File: src/rtl/fnc_uart_pkg.sv
// rtl/fnc_uart_pkg.sv - shared state encoding, parity codes and frame-width helper for the UART transmitter
package fnc_uart_pkg;

   typedef enum logic [2:0] {
      ST_IDLE,
      ST_START,
      ST_DATA,
      ST_PARITY,
      ST_STOP
   } tx_state_e;

   localparam logic [1:0] PAR_NONE  = 2'b00;
   localparam logic [1:0] PAR_EVEN  = 2'b01;
   localparam logic [1:0] PAR_ODD   = 2'b10;
   localparam logic [3:0] DBITS_MIN = 4'd5;

   // Requested data-bit count folded into the supported window [DBITS_MIN, max_bits].
   function automatic logic [3:0] clamp_dbits(input logic [3:0] req, input logic [3:0] max_bits);
      if (req < DBITS_MIN) return DBITS_MIN;
      if (req > max_bits) return max_bits;
      return req;
   endfunction

endpackage

File: src/rtl/fnc_uart_fifo.sv
// rtl/fnc_uart_fifo.sv - synchronous FIFO with registered occupancy and flush
module fnc_uart_fifo #(
   parameter int WIDTH = 8,
   parameter int DEPTH = 16
) (
   input  logic                       clk,
   input  logic                       rst,
   input  logic                       flush,
   input  logic                       push,
   input  logic                       pop,
   input  logic [WIDTH-1:0]           din,
   output logic [WIDTH-1:0]           dout,
   output logic [$clog2(DEPTH):0]     level,
   output logic                       full,
   output logic                       empty
);
   localparam int AW = $clog2(DEPTH);

   logic [WIDTH-1:0] mem_q [DEPTH];
   logic [AW-1:0]    wr_ptr_q, rd_ptr_q;
   logic [AW:0]      cnt_q;
   logic             do_push, do_pop;

   assign full    = (cnt_q == (AW+1)'(DEPTH));
   assign empty   = (cnt_q == '0);
   assign level   = cnt_q;
   assign dout    = mem_q[rd_ptr_q];
   assign do_push = push && !full && !flush;
   assign do_pop  = pop && !empty && !flush;

   always_ff @(posedge clk) begin
      if (do_push) mem_q[wr_ptr_q] <= din;
   end

   always_ff @(posedge clk) begin
      if (rst || flush) begin
         wr_ptr_q <= '0;
         rd_ptr_q <= '0;
         cnt_q    <= '0;
      end else begin
         if (do_push) wr_ptr_q <= wr_ptr_q + AW'(1);
         if (do_pop)  rd_ptr_q <= rd_ptr_q + AW'(1);
         case ({do_push, do_pop})
            2'b10:   cnt_q <= cnt_q + (AW+1)'(1);
            2'b01:   cnt_q <= cnt_q - (AW+1)'(1);
            default: cnt_q <= cnt_q;
         endcase
      end
   end

endmodule

File: src/rtl/fnc_uart_txp.sv
// rtl/fnc_uart_txp.sv - FIFO-buffered UART transmitter with runtime frame format
module fnc_uart_txp
   import fnc_uart_pkg::*;
#(
   parameter int DW         = 8,
   parameter int FIFO_DEPTH = 16,
   parameter int OSR        = 16,
   parameter int CNT_W      = 32
) (
   input  logic                           clk,
   input  logic                           rst,
   input  logic                           uart_en,
   input  logic [CNT_W-1:0]               refclk_st,
   input  logic [3:0]                     cfg_dbits,
   input  logic [1:0]                     cfg_parity,
   input  logic                           cfg_stop2,
   input  logic                           wr_en,
   input  logic [DW-1:0]                  wr_data,
   output logic                           fifo_full,
   output logic [$clog2(FIFO_DEPTH):0]    fifo_level,
   output logic                           ovf_err,
   input  logic                           err_clr,
   output logic                           tx_busy,
   output logic                           txd
);
   localparam int             OSW       = (OSR > 1) ? $clog2(OSR) : 1;
   localparam logic [3:0]     DBITS_MAX = 4'(DW);
   localparam logic [OSW-1:0] OS_LAST   = OSW'(OSR - 1);

   tx_state_e        state_q, state_d;
   logic [CNT_W-1:0] cnt_q, cnt_d;
   logic [OSW-1:0]   os_q, os_d;
   logic [3:0]       bcnt_q, bcnt_d;
   logic [DW-1:0]    shift_q, shift_d;
   logic             par_bit_q, par_bit_d;
   logic             par_en_q, par_en_d;
   logic             stop2_q, stop2_d;
   logic [3:0]       dbits_q, dbits_d;
   logic             txd_q, txd_d;
   logic             ovf_q;

   logic             fifo_pop, fifo_empty, fifo_flush;
   logic [DW-1:0]    fifo_dout;
   logic             tick, bit_end, start_frame;
   logic [3:0]       new_dbits;
   logic [DW-1:0]    new_word;

   assign fifo_flush = !uart_en;

   fnc_uart_fifo #(
      .WIDTH (DW),
      .DEPTH (FIFO_DEPTH)
   ) u_fifo (
      .clk   (clk),
      .rst   (rst),
      .flush (fifo_flush),
      .push  (wr_en),
      .pop   (fifo_pop),
      .din   (wr_data),
      .dout  (fifo_dout),
      .level (fifo_level),
      .full  (fifo_full),
      .empty (fifo_empty)
   );

   assign tick    = (cnt_q == '0);
   assign bit_end = tick && (os_q == OS_LAST);

   // Head-of-FIFO word with bits beyond the selected width cleared, ready to latch.
   always_comb begin
      new_dbits = clamp_dbits(cfg_dbits, DBITS_MAX);
      new_word  = '0;
      for (int i = 0; i < DW; i++) begin
         if (4'(i) < new_dbits) new_word[i] = fifo_dout[i];
      end
   end

   always_comb begin
      state_d     = state_q;
      cnt_d       = cnt_q;
      os_d        = os_q;
      bcnt_d      = bcnt_q;
      shift_d     = shift_q;
      par_bit_d   = par_bit_q;
      par_en_d    = par_en_q;
      stop2_d     = stop2_q;
      dbits_d     = dbits_q;
      txd_d       = txd_q;
      fifo_pop    = 1'b0;
      start_frame = 1'b0;

      if (state_q == ST_IDLE) begin
         cnt_d = refclk_st;
         os_d  = '0;
      end else if (tick) begin
         cnt_d = refclk_st;
         os_d  = bit_end ? '0 : os_q + OSW'(1);
      end else begin
         cnt_d = cnt_q - CNT_W'(1);
      end

      case (state_q)
         ST_IDLE: begin
            txd_d = 1'b1;
            if (!fifo_empty) start_frame = 1'b1;
         end
         ST_START: begin
            if (bit_end) begin
               state_d = ST_DATA;
               txd_d   = shift_q[0];
               shift_d = shift_q >> 1;
               bcnt_d  = 4'd1;
            end
         end
         ST_DATA: begin
            if (bit_end) begin
               if (bcnt_q == dbits_q) begin
                  state_d = par_en_q ? ST_PARITY : ST_STOP;
                  txd_d   = par_en_q ? par_bit_q : 1'b1;
                  bcnt_d  = 4'd1;
               end else begin
                  txd_d   = shift_q[0];
                  shift_d = shift_q >> 1;
                  bcnt_d  = bcnt_q + 4'd1;
               end
            end
         end
         ST_PARITY: begin
            if (bit_end) begin
               state_d = ST_STOP;
               txd_d   = 1'b1;
               bcnt_d  = 4'd1;
            end
         end
         ST_STOP: begin
            if (bit_end) begin
               if (!stop2_q || bcnt_q == 4'd2) begin
                  state_d = ST_IDLE;
                  txd_d   = 1'b1;
                  if (!fifo_empty) start_frame = 1'b1;
               end else begin
                  bcnt_d = 4'd2;
               end
            end
         end
         default: begin
            state_d = ST_IDLE;
            txd_d   = 1'b1;
         end
      endcase

      // Frame start restarts bit timing so the start bit is a full bit time.
      if (start_frame) begin
         fifo_pop  = 1'b1;
         state_d   = ST_START;
         txd_d     = 1'b0;
         cnt_d     = refclk_st;
         os_d      = '0;
         bcnt_d    = '0;
         shift_d   = new_word;
         dbits_d   = new_dbits;
         par_en_d  = (cfg_parity == PAR_EVEN) || (cfg_parity == PAR_ODD);
         par_bit_d = (^new_word) ^ (cfg_parity == PAR_ODD);
         stop2_d   = cfg_stop2;
      end

      if (!uart_en) begin
         fifo_pop = 1'b0;
         state_d  = ST_IDLE;
         txd_d    = 1'b1;
         cnt_d    = refclk_st;
         os_d     = '0;
      end
   end

   always_ff @(posedge clk) begin
      if (rst) begin
         state_q   <= ST_IDLE;
         cnt_q     <= '0;
         os_q      <= '0;
         bcnt_q    <= '0;
         shift_q   <= '0;
         par_bit_q <= 1'b0;
         par_en_q  <= 1'b0;
         stop2_q   <= 1'b0;
         dbits_q   <= DBITS_MIN;
         txd_q     <= 1'b1;
      end else begin
         state_q   <= state_d;
         cnt_q     <= cnt_d;
         os_q      <= os_d;
         bcnt_q    <= bcnt_d;
         shift_q   <= shift_d;
         par_bit_q <= par_bit_d;
         par_en_q  <= par_en_d;
         stop2_q   <= stop2_d;
         dbits_q   <= dbits_d;
         txd_q     <= txd_d;
      end
   end

   // A write against a full FIFO outranks a same-cycle clear.
   always_ff @(posedge clk) begin
      if (rst) begin
         ovf_q <= 1'b0;
      end else if (wr_en && fifo_full) begin
         ovf_q <= 1'b1;
      end else if (err_clr) begin
         ovf_q <= 1'b0;
      end
   end

   assign ovf_err = ovf_q;
   assign tx_busy = (state_q != ST_IDLE);
   assign txd     = txd_q;

endmodule

File: config.mk
export PLATFORM = sky130hd
export DESIGN_NAME = fnc_uart_txp
export DESIGN_NICKNAME = d
export VERILOG_FILES = /design/src/rtl/fnc_uart_pkg.sv /design/src/rtl/fnc_uart_fifo.sv /design/src/rtl/fnc_uart_txp.sv
export SDC_FILE = /design/constraint.sdc
export NUM_CORES = 1
export LEC_CHECK = 0
export CAP_MARGIN = 20
export CORE_ASPECT_RATIO = 1.75
export CORE_MARGIN = 2
export CORE_UTILIZATION = 52
export DETAILED_ROUTE_END_ITERATION = 6
export PLACE_DENSITY = 0.71
export SYNTH_ARGS = -nofsm -noshare
export SYNTH_HDL_FRONTEND = slang
export SYNTH_SLANG_ARGS = --single-unit
File: constraint.sdc
create_clock -name clk -period 5.9 [get_ports clk]
set_clock_uncertainty 0.05 [all_clocks]
set_input_delay 1.18 -clock clk [delete_from_list [all_inputs] [get_ports clk]]
set_output_delay 1.18 -clock clk [all_outputs]
set_load 0.05 [all_outputs]
==> summary.md <==
| Metric | Value |
|---|---|
| Post-CTS Repair Setup Buffers | `0` |
| Total length of routed wires | `18.60 mm` |
| Delay of the slowest cell on the worst path | `0.59 ns` |
| Syn Area/Cell | `approximately 13 um^2` |
| Grt ovf | `0` |
| Die H | `177.8 um` |
| Post-detailed-route via-to-cell ratio | `around 5.7` |
| H-tree lvl count | `1` |
| Cell area after technology mapping | `8975 um^2` |
| CTS-repair resized insts | `0` |
| Worst Setup Path Type | `register to register` |
| Worst-path cell with the longest stage delay | `sky130_fd_sc_hd__or4_4` |
| Required @ worst endpoint | `6.25 ns` |
| Setup_tns | `0 ns` |
| RePlAce Congestion | `0.8357` |
| Synth Flop Type | `sky130_fd_sc_hd__edfxtp_1` |
| Cts bufs inserted | `19` |
| Routed Antenna Nets | `0` |
| Non-Filler Cell Area, Final | `10350 um^2` |
| Antenna Diode Count | `0` |
| Final setup fails | `0` |
| Maximum root-to-sink buffer count | `3` |
| Ratio of total power to cell area | `286.2 nW/um^2` |
| Placeable core region | `about 17000 um^2` |
| Number of I/O pins | `61` |
| Cell count after synthesis | `about 700` |
| Tightest slew margin relative to the limit | `32.10%` |
| Critical Path Fanout Max | `9` |
| FMAX | `234.8 MHz` |
| Min-delay worst type | `register to register` |
| Standard-cell row count | `63` |
| Distinct cell type count of the synthesized netlist | `56` |
| Yosys reg bits | `205` |
| Sum of buffers and inverters on the critical path | `0` |
| Routed len/inst | `18.75 um` |
| Leakage power summed over all cells | `between 3 and 4 nW` |
| Crit path max-delay family | `simple AND/OR/NAND/NOR gates` |
| Later-pin clock latency in the skew report | `0.49 ns` |
| Post-DP Area | `9751 um^2` |
| Worst-case reg-to-reg path depth | `14` |
| Number of global-route vias before repair | `5794` |
| Remaining DRCs | `0` |
| Instance count along the most critical hold path | `2` |
| Fraction of synthesized cell area taken by the top area cell type | `approximately 43%` |
| Post-Place Setup Slack | `1.656 ns` |
| Hold buffer count at CTS | `0` |
| Starting DRC count in detailed routing | `241` |
| Vias | `5655` |
| Post-synthesis cell type with the largest combined area | `sky130_fd_sc_hd__edfxtp_1` |
| Overall power of the completed layout | `2.962 mW` |
| Worst voltage drop across the vdd grid | `247.8 uV` |
| Number of antenna violations at the first check in global routing | `0` |
| Layout cells sized above 1 | `11.90%` |
| Ordered cell list for the critical path | `or4_4 > or4_4 > or4_4 > a21oi_4 > and2_1 > ha_1 > xor2_1 > ha_1 > o21ai_0 > a21oi_1 > a21oi_1 > xor2_1 > or3_1 > a21oi_1` |
| Die Footprint | `roughly 18000 um^2` |
| Worst Setup Slack, final | `1.641 ns` |
| TritonCTS clock tree | `built` |
| Master cell of the clock root buffer | `sky130_fd_sc_hd__clkbuf_16` |
| Number of optimization iterations in the first detailed-route pass | `4` |
| Reported max-cap violation count | `0` |
| Final Util | `61.06%` |
| Hold Crit Start | `shift_q[1]` |
| Number of nets in the finished design | `819` |
| Critical R2R Launch | `cnt_q[14]` |
| CP Launch Type | `register` |
| Number of flops mapped to enable cells by yosys | `128` |
| Clock-pin slew of the registers on the worst-case setup and hold paths | `roughly 0.070 ns` |
| Final-report hold violation count | `0` |
| HPWL after detailed placement | `12.93 mm` |
| First-pass GRT wire length | `between 20 and 30 mm` |
| Area added between synthesis and finish | `15.29%` |
| Final Critical Period | `4.259 ns` |
| Setup repair after global routing missed its margin | `false` |
| Initial core utilization | `around 53%` |
| Fraction of the yosys area taken by sequential cells | `60.00%` |
| Maximum number of pins on one net before global-route repair | `62` |
| Worst Path Arrival | `4.61 ns` |
| Launch point of the critical path | `cnt_q[14]` |
| Number of warnings printed during yosys synthesis | `0` |
| Part of the cycle the worst path needs | `72.19%` |
| Mapped Nets | `767` |
| Async set or reset register ratio after synthesis | `0%` |
| Final slew viol count | `0` |
| Setup crit end kind | `register` |
| Result of the run | `finished clean` |
| # port buffers | `60` |
| Die span in x | `103.3 um` |
| Worst-margin pin slew | `1.015 ns` |
| Total global-route track usage | `20.48%` |
| Main area contributors after synthesis | `sky130_fd_sc_hd__edfxtp_1 (43%), sky130_fd_sc_hd__dfxtp_1 (17%), sky130_fd_sc_hd__mux4_2 (8.5%), sky130_fd_sc_hd__nor2_1 (3.9%), sky130_fd_sc_hd__xnor2_1 (3.2%)` |
| Worst path depth | `14` |
| Number of sinks driven by the clock tree | `205` |
-- area by class of cell --
class	count	area [um^2]
flip-flops and latches	205	5386
repair buffers	69	663.1
multi-input cells	443	3361
fillers	1327	6600
clock inverters	11	110.1
inverters	15	56.30
well taps	227	284.0
clock buffers	22	486.7
-- final timing paths --
kind	endpoint	slack (ns)
worst min register to register	shift_q[1]	0.41
worst max-delay path	u_fifo.level[4]	1.64
worst min-delay path	shift_q[1]	0.41
worst max register to register	u_fifo.level[4]	1.64
-- through the flow --
stage	cells	hold WS, ns
2_1_floorplan	701	0.3859
3_3_place_gp	959	0.3939
3_5_place_dp	959	0.4064
4_1_cts	992	0.4155
5_1_grt	992	0.4367
6_report	992	0.4131
-- report_power, final --
part | internal [mW] | switching (mW)
Combinational | 0.0996 | 0.0997
Clock | 0.681 | 0.516
Sequential | 1.55 | 0.0204
Total | 2.33 | 0.636
-- cell usage after synthesis, drive strengths merged, types with 2 or more instances --
library cell / instances
a211oi: 31
a21boi: 2
a21oi: 27
a22oi: 16
a311oi: 5
and2: 2
and3: 4
buf: 11
clkbuf: 27
dfxtp: 77
edfxtp: 128
ha: 14
inv: 15
mux2: 2
mux2i: 10
mux4: 34
nand2: 45
nand2b: 7
nand3: 10
nand3b: 2
nand4: 4
nor2: 93
nor2b: 9
nor3: 17
nor4: 7
o21a: 2
o21ai: 14
o31ai: 2
or2: 5
or3: 7
or4: 13
xnor2: 33
xor2: 14
-- kinds of logic after synthesis --
group,after synthesis,share of synthesized area (%)
simple gates,228,12.45
flops,205,60.00
compound gates,107,8.184
buf+inv,53,2.635
xor+xnor,48,4.838
mux,46,9.940
fa+ha+maj,14,1.952
-- worst reg2reg max path, delay by kind of cell, from the launching register on --
kind            cells  cell delay, ns
xor+xnor            2            0.34
compound gates      5            0.66
simple gates        5            2.21
flops               1            0.36
fa+ha+maj           2            0.58
-- placed cells by master, fill, tap and decap left out, types with 3 or more instances in the layout --
cell type                         Yosys  routed
sky130_fd_sc_hd__a311oi_1             4       4
sky130_fd_sc_hd__nand2b_1             7       7
sky130_fd_sc_hd__clkbuf_1            26       3
sky130_fd_sc_hd__xnor2_1             33      33
sky130_fd_sc_hd__mux2i_1             10      10
sky130_fd_sc_hd__dfxtp_1             77      76
sky130_fd_sc_hd__nand3_1             10      10
sky130_fd_sc_hd__and3_1               4       4
sky130_fd_sc_hd__ha_1                14      14
sky130_fd_sc_hd__nor4_1               6       6
sky130_fd_sc_hd__or3_1                7       7
sky130_fd_sc_hd__nand2_1             45      45
sky130_fd_sc_hd__or4_4                5       5
sky130_fd_sc_hd__a211oi_1            30      30
sky130_fd_sc_hd__or4_1                8       8
sky130_fd_sc_hd__o21ai_0             14      14
sky130_fd_sc_hd__nand4_1              4       4
sky130_fd_sc_hd__nor2b_1              9       9
sky130_fd_sc_hd__inv_1               15      15
sky130_fd_sc_hd__a21oi_1             26      26
sky130_fd_sc_hd__edfxtp_1           128     128
sky130_fd_sc_hd__or2_2                5       5
sky130_fd_sc_hd__clkinv_1             0       3
sky130_fd_sc_hd__a22oi_1             16      16
sky130_fd_sc_hd__clkbuf_16            0      19
sky130_fd_sc_hd__mux4_2              34      34
sky130_fd_sc_hd__clkdlybuf4s50_1      0      59
sky130_fd_sc_hd__nor2_1              93      92
sky130_fd_sc_hd__buf_4                2       9
sky130_fd_sc_hd__xor2_1              14      14
sky130_fd_sc_hd__nor3_1              16      16
-- flip-flops by register name (all words and copies together), names as in the netlist, named ones only --
signal	flops
stop2_q	1
os_q	4
ovf_err	1
txd	1
cnt_q	32
bcnt_q	4
state_q	3
u_fifo.mem_q	128
shift_q	8
u_fifo.wr_ptr_q	4
dbits_q	4
par_bit_q	1
par_en_q	1
u_fifo.level	5
u_fifo.rd_ptr_q	4
-- metal layers --
layer	global-route usage, %	vias to the layer above	wire [um]
li1	-	2720	-
met1	21.40	2770	6775
met2	40.15	124	10630
met3	2.639	41	614
met4	7.401	0	580
met5	0	-	0
No activity file was read; power rests on OpenSTA's default activity.
